**config.mk**
```make
export PLATFORM = sky130hd
export DESIGN_NAME = lcd1602_reader_flat
export DESIGN_NICKNAME = d
export VERILOG_FILES = /design/src/rtl/lcd1602_reader_if.sv /design/src/rtl/lcd1602_reader.sv /design/src/flat_wrapper.sv
export SDC_FILE = /design/constraint.sdc
export NUM_CORES = 1
export LEC_CHECK = 0
export BUFFER_PORTS_ARGS = -buffer_cell sky130_fd_sc_hd__buf_2
export CORE_MARGIN = 2
export CORE_UTILIZATION = 55
export CTS_BUF_LIST = sky130_fd_sc_hd__clkbuf_8 sky130_fd_sc_hd__clkbuf_16
export CTS_CLUSTER_SIZE = 10
export DETAILED_ROUTE_END_ITERATION = 7
export PLACE_DENSITY = 0.8
export SLEW_MARGIN = 20
export SYNTH_ARGS = -nofsm -noshare
export SYNTH_HDL_FRONTEND = slang
export SYNTH_SLANG_ARGS = --single-unit
export TNS_END_PERCENT = 50
```
**constraint.sdc**
```tcl
create_clock -name master_clk -period 3.38 [get_ports master_clk]
set_input_delay 0.507 -clock master_clk [delete_from_list [all_inputs] [get_ports master_clk]]
set_output_delay 0.507 -clock master_clk [all_outputs]
set_load 0.02 [all_outputs]
```
**src/rtl/lcd1602_reader_if.sv**
```systemverilog
// Request/response bundle between a host and the LCD1602 read engine.
// The host drives req/op; the engine returns status and captured read data.
interface lcd1602_reader_if;
  logic       req;
  logic [1:0] op;
  logic       ready;
  logic       done;
  logic       err;
  logic       timeout;
  logic [7:0] rd_data;
  logic       busy_flag;
  logic [6:0] addr_cnt;
  logic [9:0] poll_count;

  modport master (
    output req, op,
    input  ready, done, err, timeout, rd_data, busy_flag, addr_cnt, poll_count
  );

  modport slave (
    input  req, op,
    output ready, done, err, timeout, rd_data, busy_flag, addr_cnt, poll_count
  );
endinterface

```
**src/rtl/lcd1602_reader.sv**
```systemverilog
// HD44780/LCD1602 read-side engine: status read, data read, or busy-flag poll.
// Releases the DB bus (lcd_db_oe=0) for the whole read window and returns it on completion.
module lcd1602_reader #(
  parameter int unsigned T_AS      = 3,
  parameter int unsigned T_PW      = 12,
  parameter int unsigned T_H       = 3,
  parameter int unsigned T_GAP     = 10,
  parameter int unsigned MAX_POLLS = 1023
) (
  input  logic                    master_clk,
  input  logic                    rs,
  lcd1602_reader_if.slave         bus,
  output logic                    lcd_rs,
  output logic                    lcd_rw,
  output logic                    lcd_e,
  input  logic [7:0]              lcd_db_in,
  output logic                    lcd_db_oe
);

  localparam int unsigned PhMax01 = (T_AS > T_PW) ? T_AS : T_PW;
  localparam int unsigned PhMax23 = (T_H > T_GAP) ? T_H : T_GAP;
  localparam int unsigned PhMax   = (PhMax01 > PhMax23) ? PhMax01 : PhMax23;
  localparam int unsigned CntW    = (PhMax > 1) ? $clog2(PhMax) : 1;

  typedef enum logic [2:0] {StIdle, StSetup, StEHi, StHold, StGap, StDone} state_e;

  state_e          state_q, state_d;
  logic [CntW-1:0] cnt_q, cnt_d;
  logic [1:0]      op_q, op_d;
  logic            ready_q, ready_d;
  logic            done_q, done_d;
  logic            err_q, err_d;
  logic            timeout_q, timeout_d;
  logic [7:0]      rd_data_q, rd_data_d;
  logic            busy_flag_q, busy_flag_d;
  logic [6:0]      addr_cnt_q, addr_cnt_d;
  logic [9:0]      poll_q, poll_d;
  logic [9:0]      poll_inc;
  logic            lcd_rs_q, lcd_rs_d;
  logic            lcd_rw_q, lcd_rw_d;
  logic            lcd_e_q, lcd_e_d;
  logic            oe_q, oe_d;

  assign poll_inc = poll_q + 10'd1;

  always_comb begin
    state_d     = state_q;
    cnt_d       = cnt_q;
    op_d        = op_q;
    ready_d     = ready_q;
    done_d      = 1'b0;
    err_d       = err_q;
    timeout_d   = timeout_q;
    rd_data_d   = rd_data_q;
    busy_flag_d = busy_flag_q;
    addr_cnt_d  = addr_cnt_q;
    poll_d      = poll_q;
    lcd_rs_d    = lcd_rs_q;
    lcd_rw_d    = lcd_rw_q;
    lcd_e_d     = lcd_e_q;
    oe_d        = oe_q;

    case (state_q)
      StIdle: begin
        if (bus.req) begin
          ready_d   = 1'b0;
          timeout_d = 1'b0;
          if (bus.op == 2'b11) begin
            // Illegal op: report immediately, bus untouched.
            state_d = StDone;
            done_d  = 1'b1;
            err_d   = 1'b1;
          end else begin
            state_d  = StSetup;
            cnt_d    = '0;
            op_d     = bus.op;
            err_d    = 1'b0;
            poll_d   = '0;
            lcd_rw_d = 1'b1;
            oe_d     = 1'b0;
            lcd_rs_d = (bus.op == 2'b01);
          end
        end
      end
      StSetup: begin
        if (cnt_q == CntW'(T_AS - 1)) begin
          state_d = StEHi;
          cnt_d   = '0;
          lcd_e_d = 1'b1;
        end else begin
          cnt_d = cnt_q + 1'b1;
        end
      end
      StEHi: begin
        if (cnt_q == CntW'(T_PW - 1)) begin
          state_d   = StHold;
          cnt_d     = '0;
          lcd_e_d   = 1'b0;
          rd_data_d = lcd_db_in;
          if (!op_q[0]) begin
            busy_flag_d = lcd_db_in[7];
            addr_cnt_d  = lcd_db_in[6:0];
          end
        end else begin
          cnt_d = cnt_q + 1'b1;
        end
      end
      StHold: begin
        if (cnt_q == CntW'(T_H - 1)) begin
          cnt_d = '0;
          if (op_q == 2'b10) begin
            poll_d = poll_inc;
            if (!busy_flag_q) begin
              state_d = StDone;
            end else if (poll_inc == 10'(MAX_POLLS)) begin
              state_d   = StDone;
              timeout_d = 1'b1;
            end else begin
              state_d = StGap;
            end
          end else begin
            state_d = StDone;
          end
          if (state_d == StDone) begin
            done_d   = 1'b1;
            lcd_rw_d = 1'b0;
            lcd_rs_d = 1'b0;
            oe_d     = 1'b1;
          end
        end else begin
          cnt_d = cnt_q + 1'b1;
        end
      end
      StGap: begin
        if (cnt_q == CntW'(T_GAP - 1)) begin
          state_d = StSetup;
          cnt_d   = '0;
        end else begin
          cnt_d = cnt_q + 1'b1;
        end
      end
      StDone: begin
        state_d = StIdle;
        ready_d = 1'b1;
      end
      default: state_d = StIdle;
    endcase
  end

  // Reset wins even mid-pulse: E drops immediately with no hold phase.
  always_ff @(posedge master_clk) begin
    if (rs) begin
      state_q     <= StIdle;
      cnt_q       <= '0;
      op_q        <= 2'b00;
      ready_q     <= 1'b1;
      done_q      <= 1'b0;
      err_q       <= 1'b0;
      timeout_q   <= 1'b0;
      rd_data_q   <= 8'h00;
      busy_flag_q <= 1'b0;
      addr_cnt_q  <= 7'h00;
      poll_q      <= '0;
      lcd_rs_q    <= 1'b0;
      lcd_rw_q    <= 1'b0;
      lcd_e_q     <= 1'b0;
      oe_q        <= 1'b1;
    end else begin
      state_q     <= state_d;
      cnt_q       <= cnt_d;
      op_q        <= op_d;
      ready_q     <= ready_d;
      done_q      <= done_d;
      err_q       <= err_d;
      timeout_q   <= timeout_d;
      rd_data_q   <= rd_data_d;
      busy_flag_q <= busy_flag_d;
      addr_cnt_q  <= addr_cnt_d;
      poll_q      <= poll_d;
      lcd_rs_q    <= lcd_rs_d;
      lcd_rw_q    <= lcd_rw_d;
      lcd_e_q     <= lcd_e_d;
      oe_q        <= oe_d;
    end
  end

  assign bus.ready      = ready_q;
  assign bus.done       = done_q;
  assign bus.err        = err_q;
  assign bus.timeout    = timeout_q;
  assign bus.rd_data    = rd_data_q;
  assign bus.busy_flag  = busy_flag_q;
  assign bus.addr_cnt   = addr_cnt_q;
  assign bus.poll_count = poll_q;
  assign lcd_rs         = lcd_rs_q;
  assign lcd_rw         = lcd_rw_q;
  assign lcd_e          = lcd_e_q;
  assign lcd_db_oe      = oe_q;

endmodule

```
**src/flat_wrapper.sv**
```systemverilog
// flat-port wrapper written by rule: the top's interface ports become plain ports
module lcd1602_reader_flat 
#(
  parameter int unsigned T_AS      = 3,
  parameter int unsigned T_PW      = 12,
  parameter int unsigned T_H       = 3,
  parameter int unsigned T_GAP     = 10,
  parameter int unsigned MAX_POLLS = 1023
)
  (master_clk, rs, lcd_rs, lcd_rw, lcd_e, lcd_db_in, lcd_db_oe, bus_req, bus_op, bus_ready, bus_done, bus_err, bus_timeout, bus_rd_data, bus_busy_flag, bus_addr_cnt, bus_poll_count);
  lcd1602_reader_if bus_i ();
  input  logic master_clk;
  input  logic rs;
  output logic lcd_rs;
  output logic lcd_rw;
  output logic lcd_e;
  input  logic [7:0] lcd_db_in;
  output logic lcd_db_oe;
  input wire logic [$bits(bus_i.req)-1:0] bus_req;
  input wire logic [$bits(bus_i.op)-1:0] bus_op;
  output wire logic [$bits(bus_i.ready)-1:0] bus_ready;
  output wire logic [$bits(bus_i.done)-1:0] bus_done;
  output wire logic [$bits(bus_i.err)-1:0] bus_err;
  output wire logic [$bits(bus_i.timeout)-1:0] bus_timeout;
  output wire logic [$bits(bus_i.rd_data)-1:0] bus_rd_data;
  output wire logic [$bits(bus_i.busy_flag)-1:0] bus_busy_flag;
  output wire logic [$bits(bus_i.addr_cnt)-1:0] bus_addr_cnt;
  output wire logic [$bits(bus_i.poll_count)-1:0] bus_poll_count;
  assign bus_i.req = bus_req;
  assign bus_i.op = bus_op;
  assign bus_ready = bus_i.ready;
  assign bus_done = bus_i.done;
  assign bus_err = bus_i.err;
  assign bus_timeout = bus_i.timeout;
  assign bus_rd_data = bus_i.rd_data;
  assign bus_busy_flag = bus_i.busy_flag;
  assign bus_addr_cnt = bus_i.addr_cnt;
  assign bus_poll_count = bus_i.poll_count;
  lcd1602_reader #(.T_AS(T_AS), .T_PW(T_PW), .T_H(T_H), .T_GAP(T_GAP), .MAX_POLLS(MAX_POLLS)) u_core (.master_clk(master_clk), .rs(rs), .bus(bus_i), .lcd_rs(lcd_rs), .lcd_rw(lcd_rw), .lcd_e(lcd_e), .lcd_db_in(lcd_db_in), .lcd_db_oe(lcd_db_oe));
endmodule
```
; After elaboration in Yosys (flattened, before gate mapping)
; Index checks and enable logic that the tools add are counted.
[totals]
reg_bits = 43
latchBits = 0
ramBits = 0
rom_bits = 0
output_inout_bits = 34
word_cells = 110
memories = 0
[op_classes]
add_sub_neg = 2
mul = 0
div_mod_pow = 0
magnitude_cmp = 0
n_eq_ne = 23
shift = 0
muxes = 51
bitwise = 2
n_reduce_logical = 17
[ops]
columns = operator, n
row1 = 10-bit 2-to-1 mux, 4
row2 = 3-bit 2-to-1 mux, 10
row3 = 1-bit 2-to-1 mux, 22
row4 = 4-bit 2-to-1 mux, 5
row5 = 10-bit case mux with 2 select lines, 1
row6 = 2-bit by 1-bit inequality test with 1-bit output (second input constant), 8
row7 = 4-bit case mux with 4 select lines, 1
row8 = 3-bit case mux with 5 select lines, 1
row9 = 5-bit AND reduction, 3
row10 = 1-bit case mux with 2 select lines, 7
row11 = 3-bit AND reduction, 4
row12 = 10-bit by 1-bit adder with 10-bit output (second input constant), 1
row13 = 10-bit equality test (second input constant), 1
row14 = 3-bit equality test (second input constant), 3
row15 = 4-bit equality test (second input constant), 2
row16 = 3-bit by 2-bit equality test with 1-bit output (second input constant), 2
row17 = 2-bit AND reduction, 3
row18 = 6-bit AND reduction, 1
row19 = 2-bit nonzero test, 3
row20 = 4-bit by 1-bit adder with 4-bit output (second input constant), 1
row21 = 2-bit equality test (second input constant), 2
row22 = 4-bit by 2-bit equality test with 1-bit output (second input constant), 1
row23 = 2-bit inequality test (second input constant), 2
row24 = 4-bit nonzero test, 1
row25 = other kinds (5), 6

; Logic depth before layout (Yosys ltp)
[depth]
word_depth = 11
mapped_depth = 8

; Least setup slack after synthesis
; No wires, ideal clock.
[synth_timing]
path_kind = register -> register
startpoint = register u_core.poll_q[0] (netlist: u_core.bus.poll_count[0])
endpoint = register u_core.timeout_q (netlist: u_core.bus.timeout)
setup_time_ns = 0.126
arrival_time_ns = 1.658
path_slack_ns = 1.596
stages_incl_launch_ff = 8
path_buffers = 1
period_less_slack_ns = 1.784
cell_sequence = dfxtp_1 ha_1 clkbuf_1 nand2_1 and3_1 a32o_1 o21ai_2 o21ai_0
[synth_via]
elab_chain_cells = 4
[synth_lines]
columns = element, line_no
row1 = "start, declared", lcd1602_reader.sv:37  ; logic [9:0] poll_q, poll_d;
row2 = "start signal, assigned", lcd1602_reader.sv:179  ; poll_q <= poll_d;
row3 = 10-bit by 1-bit adder with 10-bit output, lcd1602_reader.sv:44  ; assign poll_inc = poll_q + 10'd1;
row4 = 10-bit equality test, lcd1602_reader.sv:115  ; end else if (poll_inc == 10'(MAX_POLLS)) begin
row5 = 2-bit by 1-bit inequality test with 1-bit output (no line), -
row6 = 6-bit AND reduction (no line), -
row7 = "end signal, assigned", lcd1602_reader.sv:175  ; timeout_q <= timeout_d;
row8 = "end, declared", lcd1602_reader.sv:33  ; logic timeout_q, timeout_d;
; Every way passes these cells.
; A chain may end at the register's enable or synchronous reset.

; Worst setup path in the final report
[layout_timing]
startpoint = register u_core.cnt_q[0]
endpoint = register u_core.addr_cnt_q[2] (netlist: u_core.bus.addr_cnt[2])
[layout_via]
elab_chain_cells = 2
[layout_lines]
columns = element, line_no
row1 = "start, declared", lcd1602_reader.sv:28  ; logic [CntW-1:0] cnt_q, cnt_d;
row2 = "start signal, assigned", lcd1602_reader.sv:170  ; cnt_q <= cnt_d;
row3 = 4-bit equality test, lcd1602_reader.sv:95  ; if (cnt_q == CntW'(T_PW - 1)) begin
row4 = 3-bit AND reduction (no line), -
row5 = "end signal, assigned", lcd1602_reader.sv:178  ; addr_cnt_q <= addr_cnt_d;
row6 = "end, declared", lcd1602_reader.sv:36  ; logic [6:0] addr_cnt_q, addr_cnt_d;
; Every way passes these cells.

==> impl_metrics.json <==
{
  "outcome": "finished, final reports clean",
  "fin_crit_ns": 2.10,
  "core_mm2": 0.00374,
  "grt_pass1_wl_um": 8060,
  "crit_slowest_cell": "dfxtp_1",
  "start_kind": "flop",
  "syn_avg_cell_area_um2": 8.87,
  "p_switching_mw": 0.272,
  "vdd_drop_max_mv": 0.336,
  "p_clk_share_pct": 38.1,
  "clock_latency_ns": 0.30,
  "r2r_slack_ns": 1.28,
  "fin_util_pct": 66.7,
  "crit_path_cell_trace": "ha_1 > nand3b_1 > nor4_2 > buf_4 > and2b_1 > mux2i_1 > nor2_1",
  "p_int_mw": 0.788,
  "finalMaxSlewViolations": 0,
  "clk_transition_reported_paths_ns": 0.08,
  "min_from": "lcd_db_in[4]",
  "cts.repair.resized": 0,
  "rr_startpoint": "u_core.cnt_q[0]",
  "p_leak_nw": 0.996,
  "ios": 47,
  "antenna_found_initial": 0,
  "hold_viol": 0,
  "initialDrtViolationCount": 185,
  "htreeDepth": 2,
  "ys_types": 58,
  "rsz0062_at_grt": "false",
  "cts_tree": "built",
  "cp_max_fo": 10,
  "reg2reg_depth": 7,
  "clock_sinks": 43,
  "start_util_pct": 58.3,
  "n_antenna_cell": 0,
  "cts_buffer_depth": 2,
  "min_to": "u_core.bus.addr_cnt[4]",
  "grt_usage_pct": 23.5,
  "finalPower_mw": 1.06,
  "die_w_um": 67.0,
  "numCtsBuffers": 5,
  "tns_ns": 0,
  "num-fill-cells": 344,
  "synthCells": 246,
  "dp_hpwl_um": 3300,
  "postCtsHoldBufs": 0,
  "vias_per_cell": 5.76,
  "grt_max_degree": 46,
  "post-route-drc-count": 0,
  "area_growth_pct": 14.5,
  "fin_nets": 304,
  "die_area_mm2": 0.00448,
  "first_pass_iters": 4,
  "worst_path_largest_cell_delay_ns": 0.45,
  "multi_input_area_mm2": 0.00119,
  "cp-end-kind": "flop",
  "wirelength_um": 4760,
  "postLayoutCellArea_mm2": 0.00250,
  "comb_power_share_pct": 11.1,
  "ant_nets": 0,
  "worstReg2RegEnd": "u_core.bus.addr_cnt[2]",
  "tightest_slew_ns": 0.794,
  "gp_congestion": 0.811,
  "skew_ns": 0.00789,
  "hp-class": "input pin to flop",
  "dpl_cell_area_mm2": 0.00238,
  "p_per_area_mw_per_mm2": 424,
  "synth_warnings": 0,
  "post_drt_wl_per_cell_um": 14.2,
  "grt_pass1_vias": 1757,
  "num_rows": 22,
  "synth_ff_type": "dfxtp_1",
  "netlist_area_mm2": 0.00218,
  "final_common_cell": "buf_2",
  "required_ns": 3.54,
  "maxCapViolations": 0,
  "finalCritPeriodShare_pct": 62.0,
  "relSlewSlack_pct": 47.1,
  "cp.arrival_ns": 2.25,
  "synth-edff-count": 0,
  "layout_common_cells": "46 x buf_2, 43 x dfxtp_1, 39 x nor2_1",
  "cts_setup_buffers": 0,
  "max_freq_mhz": 477,
  "num_vias": 1928,
  "async_flop_share_pct": 0,
  "root_buffer": "clkbuf_8",
  "port_buffers": 46,
  "synth-seq-cells": 43,
  "path_class": "flop to flop",
  "drive_gt1_share_pct": 23.7,
  "seq_area_frac_synth_pct": 39.5,
  "grt_overflow": 0,
  "syn_nets": 264,
  "die_y_um": 67.0,
  "setup_viol": 0,
  "switching_share_pct": 25.7,
  "seqPwrFrac_pct": 50.8,
  "whs_path_depth": 3,
  "seq_area_um2": 861
}
## registers in the layout, indices dropped and copies added, names as in the netlist, 2 cells and up
name and count:
u_core.op_q 2, u_core.state_q 3, u_core.bus.addr_cnt 7, u_core.bus.rd_data 8, u_core.bus.poll_count 10, u_core.cnt_q 4
## logic make-up after synthesis
group                    synth area share [%]
AO/OA/AOI/OAI                            18.8
buffers and inverters                    5.85
flip-flops                               39.5
adder cells (fa/ha/maj)                  2.87
XOR/XNOR                                 1.21
multiplexers                             7.80
AND/OR/NAND/NOR                          24.0
## cell usage after synthesis (7+ instances only)
cell type	n	area (µm²)
a21oi_1	17	85.1
a311oi_1	7	61.3
clkbuf_1	7	26.3
dfxtp_1	43	861
inv_1	9	33.8
mux2i_1	17	170
nand2_1	15	56.3
nand3_1	7	35.0
nor2_1	39	146
## critical path, delay by kind of cell (launching register included)
family / cells / cell delay, ns
DFF: 1 / 0.45
adders and majority gates: 1 / 0.22
and+or+nand+nor: 4 / 0.78
muxes: 1 / 0.25
buffers and inverters: 1 / 0.25
## cell type report
class                      instances  area share, %
tap                               48           2.40
timing repair buffer              47           9.52
sequential                        43           34.5
multi-input combinational        180           47.7
clock inverter                     3           1.75
clock buffer                       5           2.76
inverter                           9           1.35
## stage by stage
stage | setup slack, ns | hold WS, ns | cells
after floorplan | 1.60 | 0.448 | 246
after detailed placement | 1.30 | 0.473 | 327
after CTS | 1.29 | 0.460 | 335
final | 1.28 | 0.455 | 335
after global placement | 1.35 | 0.443 | 327
after global routing | 1.09 | 0.465 | 335
## worst max path at each step
stage	end	startpoint	slack (ns)
floorplan	u_core.bus.timeout	u_core.bus.poll_count[0]	1.60
global placement	u_core.bus.addr_cnt[3]	u_core.cnt_q[0]	1.35
detailed placement	u_core.bus.addr_cnt[2]	u_core.cnt_q[0]	1.30
CTS	u_core.bus.addr_cnt[2]	u_core.cnt_q[0]	1.29
global route	u_core.bus.addr_cnt[3]	u_core.cnt_q[0]	1.09
finish	u_core.bus.addr_cnt[2]	u_core.cnt_q[0]	1.28
## power groups by stage
stage               combinational (mW)  clock [mW]  sequential (mW)
CTS                              0.118       0.407            0.538
detailed placement               0.116           0            0.550
floorplan                       0.0894           0            0.548
global route                     0.131       0.430            0.542
global placement                 0.114           0            0.549
finish                           0.118       0.404            0.538
## metal layers
layer	up-vias	global-route usage (%)	wire length, µm
met5	-	0	0
met4	0	6.89	84
met3	10	5.24	215
met2	47	40.5	2260
met1	906	29.1	2200
li1	965	-	-
Power figures use the tool's default switching activity.
